## config.mk

```make
export PLATFORM = sky130hd
export DESIGN_NAME = sprite_reg_master_flat
export DESIGN_NICKNAME = d
export VERILOG_FILES = /design/src/rtl/sprite_reg_master_if.sv /design/src/rtl/sprite_reg_master.sv /design/src/flat_wrapper.sv
export SDC_FILE = /design/constraint.sdc
export NUM_CORES = 1
export LEC_CHECK = 0
export CORE_ASPECT_RATIO = 1.4
export CORE_UTILIZATION = 44
export CTS_BUF_LIST = sky130_fd_sc_hd__clkbuf_8
export DETAILED_ROUTE_END_ITERATION = 7
export MAX_ROUTING_LAYER = met4
export PLACE_DENSITY = 0.81
export SLEW_MARGIN = 20
export SYNTH_ARGS = -nofsm -noshare
export SYNTH_HDL_FRONTEND = slang
export SYNTH_SLANG_ARGS = --single-unit
```

## constraint.sdc

```tcl
create_clock -name clk -period 1.7 [get_ports clk]
set_input_delay 0.17 -clock clk [delete_from_list [all_inputs] [get_ports clk]]
set_output_delay 0.17 -clock clk [all_outputs]
set_load 0.005 [all_outputs]
```

## src/rtl/sprite_reg_master_if.sv

```systemverilog
// Sprite register bus bundle: valid/ready write source plus the reg_addr/data/we responder bus.
interface sprite_reg_master_if;
  localparam int unsigned ADDR_W = 6;
  localparam int unsigned DATA_W = 16;

  logic [DATA_W-1:0] wr_data;
  logic              wr_valid;
  logic              wr_ready;
  logic [ADDR_W-1:0] reg_addr;
  logic [DATA_W-1:0] reg_wdata;
  logic              reg_we;
  logic [DATA_W-1:0] reg_rdata;

  modport master (
    input  wr_data, wr_valid, reg_rdata,
    output wr_ready, reg_addr, reg_wdata, reg_we
  );

  modport slave (
    output wr_data, wr_valid, reg_rdata,
    input  wr_ready, reg_addr, reg_wdata, reg_we
  );
endinterface

```

## src/rtl/sprite_reg_master.sv

```systemverilog
// Frame-update bus initiator: lock, stream sprite regs, read status regs, unlock, publish snapshot.
module sprite_reg_master #(
  parameter int unsigned FIRST_ADDR  = 0,
  parameter int unsigned LAST_ADDR   = 21,
  parameter int unsigned LOCK_ADDR   = 22,
  parameter int unsigned STATUS_BASE = 32
) (
  input  logic                   clk,
  input  logic                   reset,
  input  logic                   start,
  output logic                   busy,
  output logic                   done,
  sprite_reg_master_if.master    bus,
  output logic                   map_data,
  output logic [1:0]             player_rot,
  output logic [5:0]             frame_cnt,
  output logic                   pellet_data
);
  localparam int unsigned AW = 6;
  localparam int unsigned DW = 16;

  typedef enum logic [2:0] {
    S_IDLE, S_LOCK, S_WRITE, S_READ, S_UNLOCK, S_DONE
  } state_t;

  state_t        r_state;
  logic [AW-1:0] r_idx;
  logic [1:0]    r_j;
  logic          r_busy;
  logic          r_done;
  logic          r_wr_ready;
  logic          r_sh_map;
  logic [1:0]    r_sh_rot;
  logic [5:0]    r_sh_frame;
  logic          r_sh_pellet;
  logic          r_map;
  logic [1:0]    r_rot;
  logic [5:0]    r_frame;
  logic          r_pellet;

  logic [AW-1:0] w_addr;
  logic [DW-1:0] w_wdata;
  logic          w_we;
  logic          w_xfer;
  logic          w_unused_rdata;

  assign w_xfer         = r_wr_ready & bus.wr_valid;
  // Status fields only use the low bits of the read data.
  assign w_unused_rdata = ^bus.reg_rdata[DW-1:6];

  // Sequencer, shadow capture and snapshot publication.
  always_ff @(posedge clk or negedge reset) begin
    if (!reset) begin
      r_state     <= S_IDLE;
      r_idx       <= '0;
      r_j         <= '0;
      r_busy      <= 1'b0;
      r_done      <= 1'b0;
      r_wr_ready  <= 1'b0;
      r_sh_map    <= 1'b0;
      r_sh_rot    <= '0;
      r_sh_frame  <= '0;
      r_sh_pellet <= 1'b0;
      r_map       <= 1'b0;
      r_rot       <= '0;
      r_frame     <= '0;
      r_pellet    <= 1'b0;
    end else begin
      r_done <= 1'b0;
      case (r_state)
        S_IDLE: begin
          if (start) begin
            r_state <= S_LOCK;
            r_busy  <= 1'b1;
          end
        end
        S_LOCK: begin
          r_state    <= S_WRITE;
          r_wr_ready <= 1'b1;
          r_idx      <= AW'(FIRST_ADDR);
        end
        S_WRITE: begin
          if (w_xfer) begin
            if (r_idx == AW'(LAST_ADDR)) begin
              r_state    <= S_READ;
              r_wr_ready <= 1'b0;
              r_j        <= '0;
            end else begin
              r_idx <= r_idx + AW'(1);
            end
          end
        end
        S_READ: begin
          case (r_j)
            2'd0:    r_sh_map    <= bus.reg_rdata[0];
            2'd1:    r_sh_rot    <= bus.reg_rdata[1:0];
            2'd2:    r_sh_frame  <= bus.reg_rdata[5:0];
            default: r_sh_pellet <= bus.reg_rdata[0];
          endcase
          r_j <= r_j + 2'd1;
          if (r_j == 2'd3) r_state <= S_UNLOCK;
        end
        S_UNLOCK: begin
          r_state <= S_DONE;
          r_busy  <= 1'b0;
          r_done  <= 1'b1;
        end
        S_DONE: begin
          r_state  <= S_IDLE;
          r_map    <= r_sh_map;
          r_rot    <= r_sh_rot;
          r_frame  <= r_sh_frame;
          r_pellet <= r_sh_pellet;
        end
        default: r_state <= S_IDLE;
      endcase
    end
  end

  // Bus drive is a pure function of state, index and source data.
  always_comb begin
    w_addr  = '0;
    w_wdata = '0;
    w_we    = 1'b0;
    case (r_state)
      S_LOCK: begin
        w_addr  = AW'(LOCK_ADDR);
        w_wdata = DW'(1);
        w_we    = 1'b1;
      end
      S_WRITE: begin
        w_addr  = r_idx;
        w_wdata = bus.wr_data;
        w_we    = bus.wr_valid;
      end
      S_READ: begin
        w_addr = AW'(STATUS_BASE) + AW'(r_j);
      end
      S_UNLOCK: begin
        w_addr = AW'(LOCK_ADDR);
        w_we   = 1'b1;
      end
      default: ;
    endcase
  end

  assign bus.reg_addr  = w_addr;
  assign bus.reg_wdata = w_wdata;
  assign bus.reg_we    = w_we;
  assign bus.wr_ready  = r_wr_ready;
  assign busy          = r_busy;
  assign done          = r_done;
  assign map_data      = r_map;
  assign player_rot    = r_rot;
  assign frame_cnt     = r_frame;
  assign pellet_data   = r_pellet;
endmodule

```

## src/flat_wrapper.sv

```systemverilog
// flat-port wrapper written by rule: the top's interface ports become plain ports
module sprite_reg_master_flat 
#(
  parameter int unsigned FIRST_ADDR  = 0,
  parameter int unsigned LAST_ADDR   = 21,
  parameter int unsigned LOCK_ADDR   = 22,
  parameter int unsigned STATUS_BASE = 32
)
  (clk, reset, start, busy, done, map_data, player_rot, frame_cnt, pellet_data, bus_wr_data, bus_wr_valid, bus_reg_rdata, bus_wr_ready, bus_reg_addr, bus_reg_wdata, bus_reg_we);
  sprite_reg_master_if bus_i ();
  input  logic clk;
  input  logic reset;
  input  logic start;
  output logic busy;
  output logic done;
  output logic map_data;
  output logic [1:0] player_rot;
  output logic [5:0] frame_cnt;
  output logic pellet_data;
  input wire logic [$bits(bus_i.wr_data)-1:0] bus_wr_data;
  input wire logic [$bits(bus_i.wr_valid)-1:0] bus_wr_valid;
  input wire logic [$bits(bus_i.reg_rdata)-1:0] bus_reg_rdata;
  output wire logic [$bits(bus_i.wr_ready)-1:0] bus_wr_ready;
  output wire logic [$bits(bus_i.reg_addr)-1:0] bus_reg_addr;
  output wire logic [$bits(bus_i.reg_wdata)-1:0] bus_reg_wdata;
  output wire logic [$bits(bus_i.reg_we)-1:0] bus_reg_we;
  assign bus_i.wr_data = bus_wr_data;
  assign bus_i.wr_valid = bus_wr_valid;
  assign bus_i.reg_rdata = bus_reg_rdata;
  assign bus_wr_ready = bus_i.wr_ready;
  assign bus_reg_addr = bus_i.reg_addr;
  assign bus_reg_wdata = bus_i.reg_wdata;
  assign bus_reg_we = bus_i.reg_we;
  sprite_reg_master #(.FIRST_ADDR(FIRST_ADDR), .LAST_ADDR(LAST_ADDR), .LOCK_ADDR(LOCK_ADDR), .STATUS_BASE(STATUS_BASE)) u_core (.clk(clk), .reset(reset), .start(start), .busy(busy), .done(done), .bus(bus_i), .map_data(map_data), .player_rot(player_rot), .frame_cnt(frame_cnt), .pellet_data(pellet_data));
endmodule
```

# After elaboration in Yosys (flattened, before gate mapping)
# Cells that the tools add are included.
# op_classes
n_addsub	3
n_eq_ne	14
muxes	20
bitwise	2
reduce_logical	16
# op_table
cell	count
16-bit one-hot mux with 2 select lines	1
6-bit one-hot mux with 3 select lines	1
3-bit one-hot mux with 5 select lines	1
3-bit 2-to-1 mux	4
6-bit 2-to-1 mux	2
6-bit one-hot mux with 2 select lines	1
2-bit AND reduction	5
3-bit AND reduction	3
6-bit by 1-bit adder with 6-bit output (second input constant)	1
6-bit by 2-bit adder with 6-bit output (first input constant)	1
3-bit by 2-bit == test with 1-bit output (second input constant)	2
3-bit == test (second input constant)	2
6-bit by 5-bit == test with 1-bit output (second input constant)	1
2-bit by 1-bit inequality test with 1-bit output (second input constant)	3
1-bit one-hot mux with 2 select lines	3
2-bit nonzero test	3
2-bit == test (second input constant)	2
1-bit 2-to-1 mux	4
2-bit 2-to-1 mux	2
2-bit inequality test (second input constant)	2
2-bit one-hot mux with 2 select lines	1
4-bit AND reduction	1
3-bit by 1-bit == test with 1-bit output (second input constant)	1
3-bit logical NOT	1
7 further kinds	7
# word_totals
ff_bits	34
output_inout_bits	36

# Depth between registers and ports, before layout
# Gate-level depths: netlist of run 1.
# depth
depth_word	4
mapped_depth	6
ltp_nobuf	6

# Worst setup path before layout of run 1
# No wires, ideal clock.
# synth_timing
path_type	register to register
startpoint	register u_core.r_idx[1]
endpoint	register u_core.r_idx[1]
setup_ns	0.127
arrival_time_ns	1.295
t_required_ns	1.573
path_slack_ns	0.278
stages_incl_launch_ff	7
cell_sequence	dfrtp_1 -> inv_1 -> ha_1 -> nand4b_1 -> o211a_4 -> o21bai_4 -> mux2i_1
# synth_between
elab_chain_len	4
word_cells_on_any_way	7
# synth_rtl
item	line	text
start: declaration	sprite_reg_master.sv:27	logic [AW-1:0] r_idx;
start signal: assignment	sprite_reg_master.sv:80	r_idx <= AW'(FIRST_ADDR);
start signal: assignment	sprite_reg_master.sv:89	r_idx <= r_idx + AW'(1);
6-bit by 1-bit adder with 6-bit output	sprite_reg_master.sv:89	
6-bit 2-to-1 mux	sprite_reg_master.sv:84	if (r_idx == AW'(LAST_ADDR)) begin
6-bit 2-to-1 mux	sprite_reg_master.sv:83	if (w_xfer) begin
6-bit one-hot mux with 2 select lines	sprite_reg_master.sv:70	case (r_state)
# Several ways; a longest one is shown, not always the timed one. The select of a mux whose other input is x is not followed.
# A chain may end at the register's enable or synchronous reset.

# Final worst setup path of run 1
# layout_timing
startpoint	register u_core.r_state[0]
endpoint	output bus_reg_wdata[4]
# layout_between
elab_chain_len	2
word_cells_on_any_way	3
# layout_rtl
item	line	text
start: declaration	sprite_reg_master.sv:26	state_t r_state;
start signal: assignment	sprite_reg_master.sv:54	r_state <= S_IDLE;
start signal: assignment	sprite_reg_master.sv:73	r_state <= S_LOCK;
start signal: assignment	sprite_reg_master.sv:78	r_state <= S_WRITE;
3-bit by 2-bit == test with 1-bit output / 3-bit by 1-bit == test with 1-bit output (equally long branches)	sprite_reg_master.sv:125	case (r_state)
16-bit one-hot mux with 2 select lines *	sprite_reg_master.sv:125	
end: declaration	flat_wrapper.sv:25	output wire logic [$bits(bus_i.reg_wdata)-1:0] bus_reg_wdata;
# Mark *: on every way between the ends. The rest lies on a longest branch, timed or not.

==> impl_metrics.tcl, run 1 <==
set metrics [dict create \
    path_max_fanout 5 \
    post_drt_wl_per_cell_um 15.46 \
    p_int_uw 3338 \
    cts_tree "built" \
    cts_hold_buf 0 \
    cts_buffers 5 \
    r2r_start "u_core.r_state[0]" \
    ys_top_cells_by_area "dfrtp_1 48%, mux2_2 13%, and2_1 6.3%" \
    synth_top_area_frac 0.4789 \
    synth_ff_type "dfrtp_1" \
    insertion_delay_ps 290 \
    grt_pass1_wl_um 6817 \
    dieArea_um2 4300 \
    cp_num_cells 7 \
    grt_max_degree 35 \
    rsz0062_at_grt "true" \
    drc_errors 0 \
    p_leak_uw 0.001430 \
    pwr-share-comb 0.607 \
    crit_path_max_incr_delay_ps 410 \
    syn_avg_cell_area_um2 11.54 \
    synth_top_family_by_area "simple AND/OR/NAND/NOR gates" \
    crit_buf_inv 5 \
    setup.worst_path.end_class "output pin" \
    yosysWarningCount 0 \
    synth_fa_ha_area_frac 0.04930 \
    netSwitchingFraction 0.3411 \
    numPortBuffers 61 \
    muxShareOfSynthArea 0.1324 \
    cts_sinks 34 \
    total_power_uw 5066 \
    final.setup_skew_ps 5.945 \
    critPathLaunchType "register" \
    max_freq_ghz 0.5412 \
    slew_headroom 0.7171 \
    final_nets 298 \
    syn2layout_area_growth_pct 61.76 \
    synth-simple-area-share 0.1746 \
    crit_path_cell_trace "nor3b_4 -> buf_6 -> buf_6 -> buf_6 -> buf_6 -> and2_4 -> buf_6" \
    crit_path_top_delay_cell "dfrtp_1" \
    synth_compound_area_frac 0.1225 \
    cp_top_family "buffers and inverters" \
    path_class "register to output pin" \
    first_pass_iters 4 \
    clk_pin_slew_worst_paths_ps 70 \
    vias_per_cell 5.318 \
    die_height_um 77.19 \
    synth_edf_count 0 \
    cp.required_ps 1530 \
    start_util 0.4573 \
    syn_area_um2 1777 \
    num_antenna_cells 0 \
    core_um2 3885 \
    synth.most_common_cell "dfrtp_1" \
    rows 27 \
    wl_um 4624 \
    antenna_found_initial 0 \
    ff2ff_path_depth 7 \
    crit_arrival_ps 1680 \
    clockBufferDepth 2 \
    synthTopCellsByCount "34 x dfrtp_1, 20 x mux2_2, 18 x and2_1" \
    synth-xor-area-share 0.004930 \
    violations "negative setup slack" \
    timing.setup.tns_ps -1344 \
    power.net_switching_uw 1728 \
    ys_ff_latch 34 \
    yosys.area.top_type "dfrtp_1" \
    maxSlewViolCount 0 \
    yosysSeqAreaShare 0.4789 \
    dpl.cell_count 264 \
    cts_root_buf "clkbuf_8" \
    crit_path_start "u_core.r_state[0]" \
    dp_slack_ps -46.79 \
    synthCells 154 \
    finalCoreUtilization 0.7398 \
    dr_total_vias 1590 \
    drv_cap 0 \
    ios 72 \
    crit_top_cell "buf_6" \
    status "finished, violations left" \
    ys_async_sr_fraction 1.000 \
    drive_gt1_frac 0.4219 \
    finalHoldViolations 0 \
    ant_nets 0 \
    htree_levels 2 \
    setup_viol 22 \
    tightest_slew_ps 424.3 \
    hold_class "primary input to async pin" \
    finalWorstSetupSlack_ps -147.6 \
    place_congestion 0.8260 \
    grt_pass1_vias 1540 \
    seqPwrFrac 0.257 \
    period_needed_ps 1848 \
    overflow 0 \
    die_x_um 55.71 \
    clkPwrFrac 0.136 \
    drt_iter0_drc 32 \
    ys_types 40 \
    final_cells 299 \
    cellPowerDensity_nw_per_um2 1763 \
    max-vdd-ir-drop_uv 1332 \
    syn_nets 197 \
    grt_use_total 0.2116 \
    period_share 1.087 \
    dp_hpwl_um 2748 \
]
==> worst reg2reg max path: stages, from the launching register on <==
cell	delay, ps
dfrtp_1	410
nor3b_4	330
buf_2	200
buf_6	110
buf_6	90
o211a_4	180
o21bai_4	170
mux2i_1	230
==> power by group through the flow <==
| stage | combinational (uW) | sequential (uW) | clock [uW] |
|---|---|---|---|
| final | 3080 | 1300 | 687 |
| after global routing | 3310 | 1340 | 752 |
| after CTS | 2760 | 1300 | 704 |
| after detailed placement | 2230 | 1310 | 0 |
| after global placement | 2190 | 1290 | 0 |
| after floorplan | 1200 | 1290 | 0 |
==> cells in the final DEF (no fill, tap or decap), types with 2 or more instances in the layout <==
cell and instances:
clkdlybuf4s50_1 38, dfrtp_1 34, buf_6 21, buf_4 21, mux2_2 20, buf_2 16
and2_1 12, nand2_1 11, clkbuf_8 8, ha_1 7, and2_4 6, inv_1 5
nor2_1 5, a21oi_1 5, a21o_1 4, or2b_1 3, a31oi_1 3, nor3_1 2
nor2b_4 2, and3_1 2, nand3_1 2, a41oi_1 2, buf_8 2
==> per-stage QoR <==
step	area (um^2)	hold slack [ps]
floorplan	1777	-125.6
global placement	2504	480.8
detailed placement	2504	492.1
CTS	2768	311.4
global route	2874	331.7
finish	2874	296.3
==> worst paths after layout <==
check	to	slack [ps]
worst max-delay path	bus_reg_wdata[4]	-150
worst min-delay path	u_core.pellet_data	300
worst max register to register	u_core.r_idx[1]	-100
worst min register to register	u_core.frame_cnt[1]	500
max in group asynchronous	u_core.frame_cnt[2]	1090
min in group clk	u_core.r_sh_frame[3]	500
==> layout make-up <==
class,instances,area (um^2)
clock buffer,8,110.1
fill,278,1011
inverter,5,18.77
multi-input combinational,108,922.1
sequential,34,850.8
tap,43,53.80
timing repair buffer,101,918.4
==> flip-flops by register name (all words and copies together) (netlist names), 2 cells and up <==
register and flops:
u_core.frame_cnt 6, u_core.r_j 2, u_core.r_idx 6, u_core.player_rot 2, u_core.r_sh_rot 2, u_core.r_sh_frame 6
u_core.r_state 3
==> repair_timing <==
item,4_1_cts,5_1_grt
setup endpoints to repair,23,31
pin swaps,12,8
cloned,2,0
buffers inserted,19,10
gates resized for setup,112,22
==> kinds of logic (layout without fill, tap and decap cells) <==
group	after synthesis	after routing
AOI/OAI and AO/OA	28	28
and+or+nand+nor	51	51
muxes	21	21
buffers and inverters	12	114
xor gates and xnor gates	1	1
DFF	34	34
adders and majority gates	7	7
==> metal layers <==
layer | wire (um) | track usage | vias up
met5 | 0 | - | -
met4 | 111 | 0.09750 | 0
met3 | 280 | 0.05228 | 10
met2 | 2582 | 0.3831 | 76
met1 | 1650 | 0.2092 | 767
li1 | - | - | 737
No activity file was read; power rests on OpenSTA's default activity.
==> inputs of run 2 (changes only) <==
- CTS_CLUSTER_SIZE: default -> 30
==> results of run 2 <==
Final layout, timing and power as in run 1 (identical DEF).
